$ cat src/rtl/move_gen_ctrl_pkg.sv
// Shared types and helpers for the move-generation sequencer and its filter.
// Piece codes, FSM state encoding, pawn start ranks and square geometry.
package move_gen_ctrl_pkg;

  localparam logic [3:0] BROOK   = 4'd0;
  localparam logic [3:0] BKNIGHT = 4'd1;
  localparam logic [3:0] BBISHOP = 4'd2;
  localparam logic [3:0] BQUEEN  = 4'd3;
  localparam logic [3:0] BKING   = 4'd4;
  localparam logic [3:0] BPAWN   = 4'd5;
  localparam logic [3:0] WROOK   = 4'd6;
  localparam logic [3:0] WKNIGHT = 4'd7;
  localparam logic [3:0] WBISHOP = 4'd8;
  localparam logic [3:0] WQUEEN  = 4'd9;
  localparam logic [3:0] WKING   = 4'd10;
  localparam logic [3:0] WPAWN   = 4'd11;

  localparam logic [3:0] PIECE_INVALID_MIN = 4'd12;

  localparam logic [2:0] WPAWN_START_RANK = 3'd1;
  localparam logic [2:0] BPAWN_START_RANK = 3'd6;

  typedef enum logic [2:0] {
    StIdle,
    StLoad,
    StSettle,
    StCapture,
    StResp
  } state_e;

  typedef enum logic [2:0] {
    KindRook,
    KindKnight,
    KindBishop,
    KindQueen,
    KindKing,
    KindPawn
  } piece_kind_e;

  function automatic logic is_white(logic [3:0] piece);
    return (piece >= WROOK) && (piece <= WPAWN);
  endfunction

  function automatic logic [2:0] file_of(logic [5:0] sq);
    return sq[2:0];
  endfunction

  function automatic logic [2:0] rank_of(logic [5:0] sq);
    return sq[5:3];
  endfunction

  function automatic logic [2:0] dist3(logic [2:0] a, logic [2:0] b);
    return (a > b) ? (a - b) : (b - a);
  endfunction

  function automatic piece_kind_e kind_of(logic [3:0] piece);
    case (piece)
      BROOK,   WROOK:   return KindRook;
      BKNIGHT, WKNIGHT: return KindKnight;
      BBISHOP, WBISHOP: return KindBishop;
      BQUEEN,  WQUEEN:  return KindQueen;
      BKING,   WKING:   return KindKing;
      BPAWN,   WPAWN:   return KindPawn;
      default:          return KindRook;
    endcase
  endfunction

  // True when 'to' sits exactly one rank ahead of 'from' in the pawn's direction of travel.
  function automatic logic pawn_ahead(logic [5:0] from, logic [5:0] to, logic white);
    logic [3:0] rf;
    logic [3:0] rt;
    rf = {1'b0, rank_of(from)};
    rt = {1'b0, rank_of(to)};
    return white ? (rt == rf + 4'd1) : (rt + 4'd1 == rf);
  endfunction

endpackage

$ cat src/rtl/move_gen_ctrl_if.sv
// Request/response handshake and square-array drive signals of the sequencer.
// 'slave' is the controller's view, 'master' the host/array side.
interface move_gen_ctrl_if;

  logic        req_valid;
  logic        req_ready;
  logic [5:0]  req_square;
  logic [3:0]  req_piece;
  logic [63:0] req_occ;
  logic [63:0] req_white;

  logic        board_init;
  logic [5:0]  square_calc;
  logic [3:0]  piece_type_calc;
  logic [63:0] board_occ;
  logic [63:0] board_white;
  logic [63:0] movebits;

  logic        resp_valid;
  logic        resp_ready;
  logic [63:0] resp_mask;
  logic [6:0]  resp_count;
  logic        resp_err;

  modport slave (
    input  req_valid, req_square, req_piece, req_occ, req_white, movebits, resp_ready,
    output req_ready, board_init, square_calc, piece_type_calc, board_occ, board_white,
    output resp_valid, resp_mask, resp_count, resp_err
  );

  modport master (
    output req_valid, req_square, req_piece, req_occ, req_white, movebits, resp_ready,
    input  req_ready, board_init, square_calc, piece_type_calc, board_occ, board_white,
    input  resp_valid, resp_mask, resp_count, resp_err
  );

endinterface

$ cat src/rtl/move_gen_ctrl_move_filter.sv
// Combinational legality filter applied to the raw array movebits: own-colour clear,
// knight/king geometry limits, pawn push/capture/double-push rules, and popcount.
module move_gen_ctrl_move_filter
  import move_gen_ctrl_pkg::*;
(
  input  logic [5:0]  sq_i,
  input  logic [3:0]  piece_i,
  input  logic [63:0] occ_i,
  input  logic [63:0] white_i,
  input  logic [63:0] raw_i,
  output logic [63:0] mask_o,
  output logic [6:0]  count_o
);

  piece_kind_e kind;
  logic        side_white;
  logic [2:0]  src_file;
  logic [2:0]  src_rank;
  logic [63:0] base;
  logic [5:0]  push1_sq;
  logic [5:0]  push2_sq;
  logic        dbl_ok;

  assign kind       = kind_of(piece_i);
  assign side_white = is_white(piece_i);
  assign src_file   = file_of(sq_i);
  assign src_rank   = rank_of(sq_i);
  assign base       = raw_i & ~(occ_i & (side_white ? white_i : ~white_i));

  // Wrapped arithmetic is harmless: these squares are only read from a start rank.
  assign push1_sq = side_white ? (sq_i + 6'd8)  : (sq_i - 6'd8);
  assign push2_sq = side_white ? (sq_i + 6'd16) : (sq_i - 6'd16);
  assign dbl_ok   = (kind == KindPawn) &&
                    (src_rank == (side_white ? WPAWN_START_RANK : BPAWN_START_RANK)) &&
                    !occ_i[push1_sq] && !occ_i[push2_sq];

  always_comb begin
    mask_o = '0;
    for (int i = 0; i < 64; i++) begin
      case (kind)
        KindKnight: begin
          mask_o[i] = base[i] && ((dist3(file_of(6'(i)), src_file) == 3'd1) ||
                                  (dist3(file_of(6'(i)), src_file) == 3'd2));
        end
        KindKing: begin
          mask_o[i] = base[i] && (dist3(file_of(6'(i)), src_file) <= 3'd1) &&
                                 (dist3(rank_of(6'(i)), src_rank) <= 3'd1);
        end
        KindPawn: begin
          // base already excludes own pieces, so an occupied target is an enemy.
          mask_o[i] = base[i] && pawn_ahead(sq_i, 6'(i), side_white) &&
                      (((dist3(file_of(6'(i)), src_file) == 3'd0) && !occ_i[i]) ||
                       ((dist3(file_of(6'(i)), src_file) == 3'd1) && occ_i[i]));
        end
        default: mask_o[i] = base[i];
      endcase
    end
    if (dbl_ok) begin
      mask_o[push2_sq] = 1'b1;
    end
    mask_o[sq_i] = 1'b0;
  end

  always_comb begin
    count_o = '0;
    for (int i = 0; i < 64; i++) begin
      count_o = count_o + {6'd0, mask_o[i]};
    end
  end

endmodule

$ cat src/rtl/move_gen_ctrl.sv
// Sequencer for the 64-square propagation array: load, settle, capture, filter,
// then return the legal-move mask and count over a valid/ready handshake.
module move_gen_ctrl
  import move_gen_ctrl_pkg::*;
#(
  parameter int unsigned SETTLE_CYCLES = 2
) (
  input  logic           clock,
  input  logic           reset_n,
  move_gen_ctrl_if.slave bus
);

  state_e      state_q, state_d;
  logic [3:0]  cnt_q, cnt_d;
  logic [5:0]  sq_q, sq_d;
  logic [3:0]  piece_q, piece_d;
  logic [63:0] occ_q, occ_d;
  logic [63:0] white_q, white_d;
  logic        board_init_q, board_init_d;
  logic        resp_valid_q, resp_valid_d;
  logic [63:0] resp_mask_q, resp_mask_d;
  logic [6:0]  resp_count_q, resp_count_d;
  logic        resp_err_q, resp_err_d;

  logic        accept;
  logic        piece_bad;
  logic [63:0] filt_mask;
  logic [6:0]  filt_count;

  assign accept    = (state_q == StIdle) && bus.req_valid;
  assign piece_bad = bus.req_piece >= PIECE_INVALID_MIN;

  move_gen_ctrl_move_filter u_filter (
    .sq_i    (sq_q),
    .piece_i (piece_q),
    .occ_i   (occ_q),
    .white_i (white_q),
    .raw_i   (bus.movebits),
    .mask_o  (filt_mask),
    .count_o (filt_count)
  );

  always_ff @(posedge clock or negedge reset_n) begin
    if (!reset_n) begin
      state_q <= StIdle;
    end else begin
      state_q <= state_d;
    end
  end

  always_comb begin
    state_d = state_q;
    unique case (state_q)
      StIdle:    if (accept) state_d = piece_bad ? StResp : StLoad;
      StLoad:    state_d = StSettle;
      StSettle:  if (cnt_q == 4'd0) state_d = StCapture;
      StCapture: state_d = StResp;
      StResp:    if (bus.resp_ready) state_d = StIdle;
      default:   state_d = StIdle;
    endcase
  end

  // Strobes are registered from the next state so they line up with the state register.
  always_comb begin
    board_init_d = (state_d == StLoad);
    resp_valid_d = (state_d == StResp);
    bus.req_ready = (state_q == StIdle);
  end

  always_comb begin
    cnt_d        = cnt_q;
    sq_d         = sq_q;
    piece_d      = piece_q;
    occ_d        = occ_q;
    white_d      = white_q;
    resp_mask_d  = resp_mask_q;
    resp_count_d = resp_count_q;
    resp_err_d   = resp_err_q;

    if (state_q == StLoad) begin
      cnt_d = 4'(SETTLE_CYCLES - 1);
    end else if (state_q == StSettle) begin
      cnt_d = cnt_q - 4'd1;
    end

    // Invalid pieces never reach the array, so its drive registers keep their old values.
    if (accept && !piece_bad) begin
      sq_d    = bus.req_square;
      piece_d = bus.req_piece;
      occ_d   = bus.req_occ;
      white_d = bus.req_white;
    end

    if (accept && piece_bad) begin
      resp_mask_d  = '0;
      resp_count_d = '0;
      resp_err_d   = 1'b1;
    end else if (state_q == StCapture) begin
      resp_mask_d  = filt_mask;
      resp_count_d = filt_count;
      resp_err_d   = 1'b0;
    end
  end

  always_ff @(posedge clock or negedge reset_n) begin
    if (!reset_n) begin
      cnt_q        <= '0;
      sq_q         <= '0;
      piece_q      <= '0;
      occ_q        <= '0;
      white_q      <= '0;
      board_init_q <= 1'b0;
      resp_valid_q <= 1'b0;
      resp_mask_q  <= '0;
      resp_count_q <= '0;
      resp_err_q   <= 1'b0;
    end else begin
      cnt_q        <= cnt_d;
      sq_q         <= sq_d;
      piece_q      <= piece_d;
      occ_q        <= occ_d;
      white_q      <= white_d;
      board_init_q <= board_init_d;
      resp_valid_q <= resp_valid_d;
      resp_mask_q  <= resp_mask_d;
      resp_count_q <= resp_count_d;
      resp_err_q   <= resp_err_d;
    end
  end

  assign bus.board_init      = board_init_q;
  assign bus.square_calc     = sq_q;
  assign bus.piece_type_calc = piece_q;
  assign bus.board_occ       = occ_q;
  assign bus.board_white     = white_q;
  assign bus.resp_valid      = resp_valid_q;
  assign bus.resp_mask       = resp_mask_q;
  assign bus.resp_count      = resp_count_q;
  assign bus.resp_err        = resp_err_q;

endmodule

$ cat src/flat_wrapper.sv
// flat-port wrapper written by rule: the top's interface ports become plain ports
module move_gen_ctrl_flat import move_gen_ctrl_pkg::*;
#(
  parameter int unsigned SETTLE_CYCLES = 2
)
  (clock, reset_n, bus_req_valid, bus_req_square, bus_req_piece, bus_req_occ, bus_req_white, bus_movebits, bus_resp_ready, bus_req_ready, bus_board_init, bus_square_calc, bus_piece_type_calc, bus_board_occ, bus_board_white, bus_resp_valid, bus_resp_mask, bus_resp_count, bus_resp_err);
  move_gen_ctrl_if bus_i ();
  input  logic clock;
  input  logic reset_n;
  input wire logic [$bits(bus_i.req_valid)-1:0] bus_req_valid;
  input wire logic [$bits(bus_i.req_square)-1:0] bus_req_square;
  input wire logic [$bits(bus_i.req_piece)-1:0] bus_req_piece;
  input wire logic [$bits(bus_i.req_occ)-1:0] bus_req_occ;
  input wire logic [$bits(bus_i.req_white)-1:0] bus_req_white;
  input wire logic [$bits(bus_i.movebits)-1:0] bus_movebits;
  input wire logic [$bits(bus_i.resp_ready)-1:0] bus_resp_ready;
  output wire logic [$bits(bus_i.req_ready)-1:0] bus_req_ready;
  output wire logic [$bits(bus_i.board_init)-1:0] bus_board_init;
  output wire logic [$bits(bus_i.square_calc)-1:0] bus_square_calc;
  output wire logic [$bits(bus_i.piece_type_calc)-1:0] bus_piece_type_calc;
  output wire logic [$bits(bus_i.board_occ)-1:0] bus_board_occ;
  output wire logic [$bits(bus_i.board_white)-1:0] bus_board_white;
  output wire logic [$bits(bus_i.resp_valid)-1:0] bus_resp_valid;
  output wire logic [$bits(bus_i.resp_mask)-1:0] bus_resp_mask;
  output wire logic [$bits(bus_i.resp_count)-1:0] bus_resp_count;
  output wire logic [$bits(bus_i.resp_err)-1:0] bus_resp_err;
  assign bus_i.req_valid = bus_req_valid;
  assign bus_i.req_square = bus_req_square;
  assign bus_i.req_piece = bus_req_piece;
  assign bus_i.req_occ = bus_req_occ;
  assign bus_i.req_white = bus_req_white;
  assign bus_i.movebits = bus_movebits;
  assign bus_i.resp_ready = bus_resp_ready;
  assign bus_req_ready = bus_i.req_ready;
  assign bus_board_init = bus_i.board_init;
  assign bus_square_calc = bus_i.square_calc;
  assign bus_piece_type_calc = bus_i.piece_type_calc;
  assign bus_board_occ = bus_i.board_occ;
  assign bus_board_white = bus_i.board_white;
  assign bus_resp_valid = bus_i.resp_valid;
  assign bus_resp_mask = bus_i.resp_mask;
  assign bus_resp_count = bus_i.resp_count;
  assign bus_resp_err = bus_i.resp_err;
  move_gen_ctrl #(.SETTLE_CYCLES(SETTLE_CYCLES)) u_core (.clock(clock), .reset_n(reset_n), .bus(bus_i));
endmodule
$ cat config.mk
export PLATFORM = sky130hd
export DESIGN_NAME = move_gen_ctrl_flat
export DESIGN_NICKNAME = d
export VERILOG_FILES = /design/src/rtl/move_gen_ctrl_pkg.sv /design/src/rtl/move_gen_ctrl_if.sv /design/src/rtl/move_gen_ctrl_move_filter.sv /design/src/rtl/move_gen_ctrl.sv /design/src/flat_wrapper.sv
export SDC_FILE = /design/constraint.sdc
export NUM_CORES = 1
export LEC_CHECK = 0
export ABC_CLOCK_PERIOD_IN_PS = 12500
export BUFFER_PORTS_ARGS = -buffer_cell sky130_fd_sc_hd__buf_2
export CAP_MARGIN = 20
export CORE_MARGIN = 1.5
export CORE_UTILIZATION = 54
export DETAILED_ROUTE_END_ITERATION = 12
export PLACE_DENSITY = 0.77
export SYNTH_ARGS = -nofsm -noshare
export SYNTH_HDL_FRONTEND = slang
export SYNTH_SLANG_ARGS = --single-unit
$ cat constraint.sdc
create_clock -name clock -period 12.5 [get_ports clock]
set_input_delay 1.25 -clock clock [delete_from_list [all_inputs] [get_ports clock]]
set_output_delay 1.25 -clock clock [all_outputs]
set_load 0.005 [all_outputs]
# Yosys cells after proc, flatten, opt, wreduce, memory -nomap -nowiden
# Memories as Yosys holds them, arrays and structs flattened.
# Index checks and enable logic that the tools add are counted.
# word_totals
romBits	48
ram_bits	0
word_cells	921
ff_bits	219
input_bits	206
latchBits	0
out_inout_bits	213
memories	1
# classes
mux	114
n_div	0
bitwise_logic	7
n_shift	0
n_reduce_logical	609
eq_ne	40
add_sub_neg	99
order_cmp	40
n_mul	0
# memory_table
name	words	word_bits	rd	rd_ports_with_merged_regs	wr	line_no	source
(name not given)	16	3	1	0	0	move_gen_ctrl_pkg.sv:57	case (piece)
# op_table
op	n
$logic_and A1 B1 Y1	457
$add A7 B1 Y7	57
$mux W64	4
$and A64 B64 Y64	3
$not A64 Y64	3
$pmux W1 S3	64
$logic_or A1 B1 Y1	72
$logic_not A1 Y1	67
$or A64 B64 Y64	1
$mux W3	21
$le A3 B1 Y1 const B	16
$eq A3 B1 Y1 const B	11
$eq A3 B2 Y1 const B	10
$logic_not A3 Y1	9
$gt A3 B3 Y1 const A	8
$sub A3 B3 Y3 const A	8
$sub A3 B3 Y3 const B	8
$lt A6 B7 Y1 const B	3
$eq A3 B4 Y1 const A	4
$pmux W3 S5	1
$mux W1	14
$mux W7	2
$bmux W1 S6	2
$demux W1 S6	2
33 further kinds	62

# Depth between registers and ports, before layout
# Gate-level depths: netlist (run 1).
# logic_depth
word_depth	77
mapped_depth	36
depth_no_buf	32

# Cells and area by module
# Synthesis (run 1) repeated with hierarchy kept, for this count alone.
# unflattened
cells_unflattened	1706
area_unflattened_um2	16101.7
# modules_own_cells
mod	cells_each	area_per_inst_um2	n_inst	seq_area_each_um2
move_gen_ctrl	652	8446.9	1	5480.3
move_gen_ctrl_move_filter	1054	7654.8	1	0.0

# Worst setup path after synthesis (run 1)
# Ideal clock, no wire load.
# synth_path
kind	register to register
startpoint	reg u_core.piece_q[3] (netlist: u_core.bus.piece_type_calc[3])
endpoint	reg u_core.resp_count_q[5] (netlist: u_core.bus.resp_count[5])
setup_ps	136
path_buffers	4
required_ps	12364
path_slack_ps	3550
path_stages_with_launch	37
synth_period_minus_slack_ps	8950
t_arrival_ps	8814
cell_sequence	dfrtp_1 buf_2 and3b_1 nor2_1 inv_2 buf_2 buf_1 ha_1 nor2_1 nand2_1 a21oi_1 o2bb2ai_2 nor3_4 buf_4 nand3_1 o21ai_0 fa_1 inv_1 fa_1 inv_1 fa_1 inv_1 fa_1 fa_1 inv_1 fa_1 fa_1 inv_1 fa_1 inv_1 ha_1 a21o_1 a21o_1 a21o_1 a21oi_1 xor2_1 o21ai_0
# synth_via
elab_chain_len	77
word_cells_on_any_way	489
cone_classes	63 x add/sub; 4 x order compare; 4 x eq/ne; 85 x mux; 5 x bitwise; 327 x reduce/logical; 1 x memory
# synth_lines
item	line_no	source
from (decl)	move_gen_ctrl.sv:16	logic [3:0] piece_q, piece_d;
from (signal assigned)	move_gen_ctrl.sv:120	piece_q <= piece_d;
parallel branches: the longest is 10 deep, another holds $lt A6 B7 Y1	-	
$mux W64 (*)	move_gen_ctrl_move_filter.sv:58	if (dbl_ok) begin
$and A64 B64 Y64 (no source line) (*)	-	
$add A1 B1 Y2	move_gen_ctrl_move_filter.sv:67	count_o = count_o + {6'd0, mask_o[i]};
$add A2 B1 Y3	move_gen_ctrl_move_filter.sv:67	
$add A3 B1 Y4	move_gen_ctrl_move_filter.sv:67	
$add A4 B1 Y5	move_gen_ctrl_move_filter.sv:67	
$add A5 B1 Y6	move_gen_ctrl_move_filter.sv:67	
$add A6 B1 Y7	move_gen_ctrl_move_filter.sv:67	
$add A7 B1 Y7 (56 in series)	move_gen_ctrl_move_filter.sv:67	
$add A7 B1 Y7 (*)	move_gen_ctrl_move_filter.sv:67	
$mux W7 (*)	move_gen_ctrl.sv:98	end else if (state_q == StCapture) begin
$mux W7 (*)	move_gen_ctrl.sv:94	if (accept && piece_bad) begin
to (signal assigned)	move_gen_ctrl.sv:126	resp_count_q <= resp_count_d;
to (decl)	move_gen_ctrl.sv:22	logic [6:0] resp_count_q, resp_count_d;
# Every way passes the cells marked *. The select of a mux whose other input is x is not followed.
# A chain may end at the register's enable or synchronous reset.

# Final worst setup path (run 1)
# Ends and elaborated chain as after synthesis.

==> impl_metrics.xml, run 1 <==
<?xml version="1.0" encoding="UTF-8"?>
<metrics>
  <group name="setup_path">
    <metric name="worst_setup_ep_type" unit="">flip-flop</metric>
    <metric name="critical_path.max_fanout" unit="">33</metric>
    <metric name="critical_path.max_stage_delay" unit="ns">0.77</metric>
    <metric name="critPathSlowestCell" unit="">sky130_fd_sc_hd__nor2_2</metric>
    <metric name="critical_path_data_required_time" unit="ns">12.90</metric>
    <metric name="crit_top_cell" unit="">sky130_fd_sc_hd__fa_1</metric>
    <metric name="r2r-start" unit="">u_core.bus.piece_type_calc[3]$_DFFE_PN0P_</metric>
    <metric name="critical_path_class" unit="">flip-flop to flip-flop</metric>
    <metric name="cp.arrival" unit="ns">11.02</metric>
    <metric name="worst_r2r_path_depth" unit="">29</metric>
    <metric name="rrSetupSlack" unit="ns">1.88</metric>
    <metric name="rr_endpoint" unit="">u_core.bus.resp_count[5]$_DFFE_PN0P_</metric>
    <metric name="start_kind" unit="">flip-flop</metric>
  </group>
  <group name="floorplan">
    <metric name="fp.coreArea" unit="µm²">28800</metric>
    <metric name="floorplan.rows" unit="">62</metric>
    <metric name="dieHeight" unit="µm">174</metric>
    <metric name="ios" unit="">419</metric>
    <metric name="start_util" unit="%">55.1</metric>
    <metric name="fp.dieArea" unit="µm²">30400</metric>
    <metric name="floorplan.die.width" unit="µm">174</metric>
  </group>
  <group name="layout">
    <metric name="multi_input_comb_area" unit="µm²">9650</metric>
    <metric name="layout-area-overhead-vs-synth" unit="%">20.5</metric>
    <metric name="drive_gt1_share" unit="%">24.4</metric>
    <metric name="area.sequential" unit="µm²">5480</metric>
    <metric name="nFillCells" unit="">2375</metric>
    <metric name="final_net_count" unit="">2520</metric>
  </group>
  <group name="global_route">
    <metric name="via_count_of_the_first_global_routing_pass" unit="">16500</metric>
    <metric name="maximum_number_of_pins_on_one_net_before_global_route_repair" unit="">97</metric>
    <metric name="grt_pass1_wl" unit="µm">104000</metric>
    <metric name="grt_antenna_before_repair" unit="">7</metric>
    <metric name="busiest_layer" unit="">met2</metric>
    <metric name="globalRouteMet1Util" unit="%">60.3</metric>
    <metric name="groute.usage.overall" unit="%">45.9</metric>
    <metric name="groute.layer.met3.usage" unit="%">14.0</metric>
    <metric name="grt_use_met2" unit="%">68.7</metric>
    <metric name="gr-total-overflow" unit="">0</metric>
  </group>
  <group name="clocking">
    <metric name="cts_setup_buffers" unit="">0</metric>
    <metric name="cts.hold.buffers_added" unit="">0</metric>
    <metric name="clock_tree.root_cell" unit="">sky130_fd_sc_hd__clkbuf_16</metric>
    <metric name="clk_pin_slew" unit="ns">0.06</metric>
    <metric name="cts_tree" unit="">built</metric>
    <metric name="numCtsBuffers" unit="">24</metric>
    <metric name="clk_path_buf_depth" unit="">3</metric>
    <metric name="clock-sinks" unit="">219</metric>
    <metric name="cts-htree-levels" unit="">1</metric>
    <metric name="clock_insertion_delay_worst_skew" unit="ns">0.53</metric>
    <metric name="post_cts.resized_instances" unit="">0</metric>
  </group>
  <group name="timing">
    <metric name="clock_skew" unit="ns">0.0199</metric>
    <metric name="timing.final.hold_violations" unit="">0</metric>
    <metric name="setup_violations" unit="">0</metric>
    <metric name="worst_slew_margin_rel" unit="%">15.1</metric>
    <metric name="fin_setup_tns" unit="ns">0</metric>
    <metric name="grt_setup_unrepaired" unit="">no</metric>
    <metric name="hold-worst-slack" unit="ns">0.478</metric>
    <metric name="timing_worst_slew_pin_value" unit="ns">1.27</metric>
    <metric name="finalMaxSlewViolations" unit="">0</metric>
    <metric name="post-route-period-util" unit="%">85.0</metric>
    <metric name="finalWorstPathRequiredPeriod" unit="ns">10.62</metric>
    <metric name="fmaxAchievable" unit="GHz">0.0941</metric>
  </group>
  <group name="synth">
    <metric name="synth.mux.area_fraction" unit="%">5.36</metric>
    <metric name="asr_flop_ratio_synth" unit="%">100</metric>
    <metric name="postSynthAreaPerCell" unit="µm²">8.64</metric>
    <metric name="seq_area_frac_synth" unit="%">34.5</metric>
    <metric name="post_synth_most_frequent_cells" unit="">sky130_fd_sc_hd__nand2_1, sky130_fd_sc_hd__dfrtp_1, sky130_fd_sc_hd__o21ai_0, sky130_fd_sc_hd__clkbuf_1, sky130_fd_sc_hd__inv_1</metric>
    <metric name="dominantRegCellSynth" unit="">sky130_fd_sc_hd__dfrtp_1</metric>
    <metric name="syn-cell-area" unit="µm²">15900</metric>
    <metric name="count_of_flip_flops_with_a_built_in_enable_after_synthesis" unit="">0</metric>
    <metric name="synth_area_leader_cell" unit="">sky130_fd_sc_hd__dfrtp_1</metric>
    <metric name="post_synth_xor_area_fraction" unit="%">4.14</metric>
    <metric name="yosys.area_share.simple" unit="%">19.2</metric>
    <metric name="synthMostInstantiatedCell" unit="">sky130_fd_sc_hd__nand2_1</metric>
    <metric name="synth.ff_latch_count" unit="">219</metric>
    <metric name="synthAdderAreaFrac" unit="%">10.9</metric>
    <metric name="synth_top_cells_by_area" unit="">sky130_fd_sc_hd__dfrtp_1, sky130_fd_sc_hd__nand2_1, sky130_fd_sc_hd__fa_1, sky130_fd_sc_hd__o21ai_0, sky130_fd_sc_hd__ha_1</metric>
    <metric name="synth_warnings" unit="">0</metric>
    <metric name="synth.lib_cells_used.distinct" unit="">82</metric>
    <metric name="synth_top_area_share" unit="%">34.5</metric>
    <metric name="post_syn_nets" unit="">2149</metric>
    <metric name="synthCells" unit="">1837</metric>
    <metric name="combinational_family_with_the_most_area_after_synthesis" unit="">compound AO/OA/AOI/OAI gates</metric>
    <metric name="synthesized_area_fraction_occupied_by_ao_oa_aoi_and_oai_cells" unit="%">21.0</metric>
  </group>
  <group name="status">
    <metric name="outcome" unit="">finished clean</metric>
  </group>
  <group name="hold_path">
    <metric name="hold_path_class" unit="">flip-flop to flip-flop</metric>
    <metric name="hold_end" unit="">u_core.bus.resp_mask[4]$_DFFE_PN0P_</metric>
    <metric name="worstHoldStart" unit="">u_core.bus.resp_mask[4]$_DFFE_PN0P_</metric>
    <metric name="min_delay_path_depth" unit="">2</metric>
  </group>
  <group name="drt">
    <metric name="detail_route.vias_per_cell" unit="">6.65</metric>
    <metric name="drt_drc_violations_left" unit="">0</metric>
    <metric name="detailedRoute.firstPassIterationCount" unit="">8</metric>
    <metric name="wl" unit="µm">71700</metric>
    <metric name="first_iter_violations" unit="">2857</metric>
    <metric name="route.vias.total" unit="">17400</metric>
    <metric name="detail_route.wl_per_cell" unit="µm">27.4</metric>
    <metric name="ant_nets" unit="">0</metric>
  </group>
  <group name="placement">
    <metric name="globalplace.congestion" unit="">1.12</metric>
    <metric name="post-dp-hpwl" unit="µm">53600</metric>
    <metric name="portBuffers" unit="">418</metric>
  </group>
  <group name="flow_run">
    <metric name="max_cap_viol_count" unit="">0</metric>
  </group>
</metrics>
==> worst max path at each step <==
stage                                              start                              endpoint  slack, ns  cells past startpoint
3_5_place_dp   u_core.bus.piece_type_calc[3]$_DFFE_PN0P_  u_core.bus.resp_count[5]$_DFFE_PN0P_       2.10                     31
5_1_grt        u_core.bus.piece_type_calc[3]$_DFFE_PN0P_  u_core.bus.resp_count[5]$_DFFE_PN0P_       1.35                     31
2_1_floorplan  u_core.bus.piece_type_calc[3]$_DFFE_PN0P_  u_core.bus.resp_count[5]$_DFFE_PN0P_       3.55                     36
6_report       u_core.bus.piece_type_calc[3]$_DFFE_PN0P_  u_core.bus.resp_count[5]$_DFFE_PN0P_       1.88                     29
3_3_place_gp   u_core.bus.piece_type_calc[3]$_DFFE_PN0P_  u_core.bus.resp_count[5]$_DFFE_PN0P_       2.42                     31
4_1_cts        u_core.bus.piece_type_calc[3]$_DFFE_PN0P_  u_core.bus.resp_count[5]$_DFFE_PN0P_       2.01                     31
==> sequential cells by signal, summed over array words and instances (netlist names) <==
| register | flops |
|---|---|
| u_core.bus.board_occ | 64 |
| u_core.bus.board_white | 64 |
| u_core.bus.resp_mask | 64 |
| u_core.bus.resp_count | 7 |
| u_core.bus.square_calc | 6 |
| u_core.bus.piece_type_calc | 4 |
| u_core.cnt_q | 4 |
| u_core.state_q | 3 |
| u_core.bus.board_init | 1 |
| u_core.bus.resp_err | 1 |
| u_core.bus.resp_valid | 1 |
==> through the flow <==
step / instance area (µm²) / worst slack (ns) / std cells / util [%]
final: 19100 / 1.88 / 2612 / 66.4
after global routing: 19100 / 1.35 / 2610 / 66.4
after CTS: 19000 / 2.01 / 2604 / 66.2
after detailed placement: 18300 / 2.10 / 2562 / 63.5
after global placement: 18300 / 2.42 / 2562 / 63.5
after floorplan: 15900 / 3.55 / 1837 / -
==> critical path: cells and delay by family, from the launching register on <==
| family | cells | cell delay (ns) |
|---|---|---|
| xor+xnor | 1 | 0.15 |
| compound gates | 8 | 1.74 |
| fa+ha+maj | 10 | 4.81 |
| buf+inv | 4 | 1.05 |
| flops | 1 | 0.52 |
| simple gates | 6 | 2.21 |
==> cells in the final DEF (no fill, tap or decap), drive strengths merged, types with 13 or more instances in the layout <==
cell type  synthesis  final
nor2              53     53
nor3b             19     19
nand4             13     13
o21ai            176    176
nor2b             14     14
a22oi             25     25
nor3              25     25
inv               76     77
mux2i             53     53
dfrtp            219    219
buf               25    456
xnor2             72     72
fa                54     54
clkbuf            86     32
nand2            486    486
a211oi            23     23
and2              13     13
o211ai            22     22
a41oi             16     16
ha                52     52
nand2b            15     15
a31oi             37     37
a21oi             35     35
a221oi            48     48
==> logic make-up (layout without fill, tap and decap cells) <==
kind of cell | count (synthesis) | in the layout
buffers and inverters | 190 | 577
adders and majority gates | 106 | 106
xor gates and xnor gates | 75 | 75
AOI/OAI and AO/OA | 494 | 494
muxes | 69 | 69
DFF | 219 | 219
other | 0 | 4
and+or+nand+nor | 684 | 684
==> cell type report <==
class	instances	share of cell area, %
Antenna cell	4	0.0524
Timing Repair Buffer	456	12.7
Inverter	79	1.56
Tap cell	384	2.51
Multi-Input combinational cell	1428	50.5
Clock inverter	10	0.543
Clock buffer	32	3.51
Sequential cell	219	28.7
==> metal layers <==
metal	share of wire, %	vias up	wire, µm
met4	6.6	6	4710
met1	37	8263	26200
met3	14	334	10100
met5	0.053	-	38
met2	43	1505	30600
li1	-	7254	-
Power of run 1 is left out: the tool's default activity adds up to more than one toggle a clock period on the data nets, which glitch-free logic cannot reach.
==> run 2: changes to the inputs <==
--- a/config.mk
+++ b/config.mk
@@ -5,13 +5,13 @@
 export SDC_FILE = /design/constraint.sdc
 export NUM_CORES = 1
 export LEC_CHECK = 0
-export ABC_CLOCK_PERIOD_IN_PS = 12500
+export ABC_CLOCK_PERIOD_IN_PS = 8600
 export BUFFER_PORTS_ARGS = -buffer_cell sky130_fd_sc_hd__buf_2
 export CAP_MARGIN = 20
 export CORE_MARGIN = 1.5
-export CORE_UTILIZATION = 54
+export CORE_UTILIZATION = 49
 export DETAILED_ROUTE_END_ITERATION = 12
-export PLACE_DENSITY = 0.77
+export PLACE_DENSITY = 0.74
 export SYNTH_ARGS = -nofsm -noshare
 export SYNTH_HDL_FRONTEND = slang
 export SYNTH_SLANG_ARGS = --single-unit
==> constraint.sdc (replaced) <==
create_clock -name clock -period 8.6 [get_ports clock]
set_input_delay 0.86 -clock clock [delete_from_list [all_inputs] [get_ports clock]]
set_output_delay 0.86 -clock clock [all_outputs]
set_load 0.005 [all_outputs]
==> run 2 against run 1 <==
Register-to-register slack got worse by 1.8 ns. First-iteration DRC count fell by 29%. Routed wire length rose by 8.2%. Maximum frequency rose by 25%. Cell area rose by 12%. Utilization rose by 0.81 points. Critical path depth rose by 1. Flip-flop and latch count did not move. Hold slack got worse by 0.19 ns. Clock skew fell by 0.0042 ns.
==> impl_metrics.xml, run 2 (synthesized netlist as in run 1, its figures left out) <==
<?xml version="1.0" encoding="UTF-8"?>
<metrics>
  <group name="drt">
    <metric name="detailedRoute.firstPassIterationCount" unit="">6</metric>
    <metric name="detail_route.vias_per_cell" unit="">6.32</metric>
    <metric name="detail_route.wl_per_cell" unit="µm">27.0</metric>
    <metric name="route.vias.total" unit="">18100</metric>
    <metric name="drt_drc_violations_left" unit="">0</metric>
    <metric name="first_iter_violations" unit="">2039</metric>
    <metric name="ant_nets" unit="">0</metric>
    <metric name="wl" unit="µm">77600</metric>
  </group>
  <group name="timing">
    <metric name="clock_skew" unit="ns">0.0158</metric>
    <metric name="fmaxAchievable" unit="GHz">0.118</metric>
    <metric name="finalMaxSlewViolations" unit="">0</metric>
    <metric name="setup_violations" unit="">0</metric>
    <metric name="timing_worst_slew_pin_value" unit="ns">1.03</metric>
    <metric name="post-route-period-util" unit="%">98.6</metric>
    <metric name="finalWorstPathRequiredPeriod" unit="ns">8.48</metric>
    <metric name="worst_slew_margin_rel" unit="%">31.1</metric>
    <metric name="timing.final.hold_violations" unit="">0</metric>
  </group>
  <group name="setup_path">
    <metric name="critical_path.max_fanout" unit="">9</metric>
    <metric name="critical_path_data_required_time" unit="ns">8.97</metric>
    <metric name="critPathSlowestCell" unit="">sky130_fd_sc_hd__o311ai_1</metric>
    <metric name="timing.critical_path.buf_inv" unit="">8</metric>
    <metric name="crit_top_cell" unit="">sky130_fd_sc_hd__fa_1</metric>
    <metric name="critical_path_class" unit="">flip-flop to flip-flop</metric>
    <metric name="cp.arrival" unit="ns">8.85</metric>
    <metric name="worst_r2r_path_depth" unit="">30</metric>
    <metric name="critical_path_depth" unit="">30</metric>
    <metric name="start_kind" unit="">flip-flop</metric>
    <metric name="worst_setup_ep_type" unit="">flip-flop</metric>
    <metric name="cpLargestDelayFamily" unit="">adder cells</metric>
    <metric name="critical_path.max_stage_delay" unit="ns">0.57</metric>
  </group>
  <group name="floorplan">
    <metric name="floorplan.rows" unit="">65</metric>
    <metric name="floorplan.die.width" unit="µm">183</metric>
    <metric name="ios" unit="">419</metric>
    <metric name="fp.coreArea" unit="µm²">31700</metric>
    <metric name="start_util" unit="%">50.0</metric>
    <metric name="dieHeight" unit="µm">183</metric>
    <metric name="fp.dieArea" unit="µm²">33500</metric>
  </group>
  <group name="clocking">
    <metric name="clock_tree.root_cell" unit="">sky130_fd_sc_hd__clkbuf_16</metric>
    <metric name="cts_tree" unit="">built</metric>
    <metric name="clock_insertion_delay_worst_skew" unit="ns">0.53</metric>
    <metric name="numCtsBuffers" unit="">23</metric>
    <metric name="cts-htree-levels" unit="">1</metric>
    <metric name="clk_path_buf_depth" unit="">3</metric>
    <metric name="clock-sinks" unit="">219</metric>
    <metric name="clk_pin_slew" unit="ns">0.06</metric>
  </group>
  <group name="global_route">
    <metric name="maximum_number_of_pins_on_one_net_before_global_route_repair" unit="">79</metric>
    <metric name="grt_pass1_wl" unit="µm">112000</metric>
    <metric name="groute.layer.met3.usage" unit="%">14.4</metric>
    <metric name="busiest_layer" unit="">met2</metric>
    <metric name="groute.usage.overall" unit="%">45.3</metric>
    <metric name="grt_use_met2" unit="%">71.6</metric>
    <metric name="grt_antenna_before_repair" unit="">8</metric>
    <metric name="gr-total-overflow" unit="">0</metric>
    <metric name="via_count_of_the_first_global_routing_pass" unit="">17800</metric>
    <metric name="globalRouteMet1Util" unit="%">56.2</metric>
  </group>
  <group name="placement">
    <metric name="portBuffers" unit="">418</metric>
    <metric name="placed_instances" unit="">2810</metric>
    <metric name="post-dp-hpwl" unit="µm">60800</metric>
    <metric name="globalplace.congestion" unit="">1.08</metric>
  </group>
  <group name="layout">
    <metric name="multi_input_comb_area" unit="µm²">9910</metric>
    <metric name="area.sequential" unit="µm²">5480</metric>
    <metric name="layout-area-overhead-vs-synth" unit="%">34.4</metric>
    <metric name="mostFrequentLayoutCell" unit="">sky130_fd_sc_hd__nand2_1</metric>
    <metric name="final_cells" unit="">2869</metric>
    <metric name="final_net_count" unit="">2763</metric>
    <metric name="nFillCells" unit="">2648</metric>
    <metric name="drive_gt1_share" unit="%">33.6</metric>
    <metric name="most-common-layout-cells" unit="">sky130_fd_sc_hd__nand2_1, sky130_fd_sc_hd__buf_2, sky130_fd_sc_hd__buf_4, sky130_fd_sc_hd__dfrtp_1, sky130_fd_sc_hd__o21ai_0</metric>
  </group>
  <group name="status">
    <metric name="outcome" unit="">finished clean</metric>
  </group>
  <group name="flow_run">
    <metric name="max_cap_viol_count" unit="">0</metric>
  </group>
  <group name="hold_path">
    <metric name="hold_path_class" unit="">input port to asynchronous set/reset pin</metric>
  </group>
</metrics>
## run 2: per-stage QoR
stage                     cell area (µm²)  TNS, ns  hold slack (ns)  worst slack, ns  utilization (%)
after floorplan                     15900        0            0.470          0.00249                -
after global placement              20100        0            0.456            0.127             63.5
after detailed placement            20100        0            0.465          0.00667             63.5
after CTS                           20900        0            0.319           0.0431             66.0
after global routing                21300  -0.0582            0.351          -0.0582             67.2
final                               21300        0            0.293            0.123             67.2
## run 2: metal layers
layer	part of all wire [%]	up-vias
met1	37	8743
met3	12	308
met4	5.8	8
li1	-	7743
met5	0.068	-
met2	45	1318
## run 2: worst paths after layout
path / startpoint / to / slack, ns
max in group asynchronous: reset_n / u_core.bus.board_occ[38]$_DFFE_PN0P_ / 6.87
min: reset_n / u_core.bus.board_white[6]$_DFFE_PN0P_ / 0.29
min in group clock: u_core.bus.resp_mask[22]$_DFFE_PN0P_ / u_core.bus.resp_mask[22]$_DFFE_PN0P_ / 0.47
max: u_core.bus.square_calc[4]$_DFFE_PN0P_ / u_core.bus.resp_count[5]$_DFFE_PN0P_ / 0.12
min reg2reg: u_core.bus.resp_mask[22]$_DFFE_PN0P_ / u_core.bus.resp_mask[22]$_DFFE_PN0P_ / 0.47
max reg2reg: u_core.bus.square_calc[4]$_DFFE_PN0P_ / u_core.bus.resp_count[5]$_DFFE_PN0P_ / 0.12
## run 2: cell type report
cell class,count,area share (%)
multi-input cells,1428,46.5
flip-flops and latches,219,25.7
repair buffers,700,20.4
clock buffers,30,2.96
well taps,402,2.36
inverters,79,1.40
clock inverters,9,0.681
diodes,2,0.0235
## run 2: timing repair
| item | 4_1_cts | 5_1_grt |
|---|---|---|
| setup endpoints to repair | 1 | 5 |
| gates cloned | 0 | 1 |
| hold buffers | 0 | 0 |
| pin swaps | 1 | 24 |
| resized for setup | 0 | 63 |
| buffers inserted | 2 | 15 |
Power of run 2 is left out for the same reason.
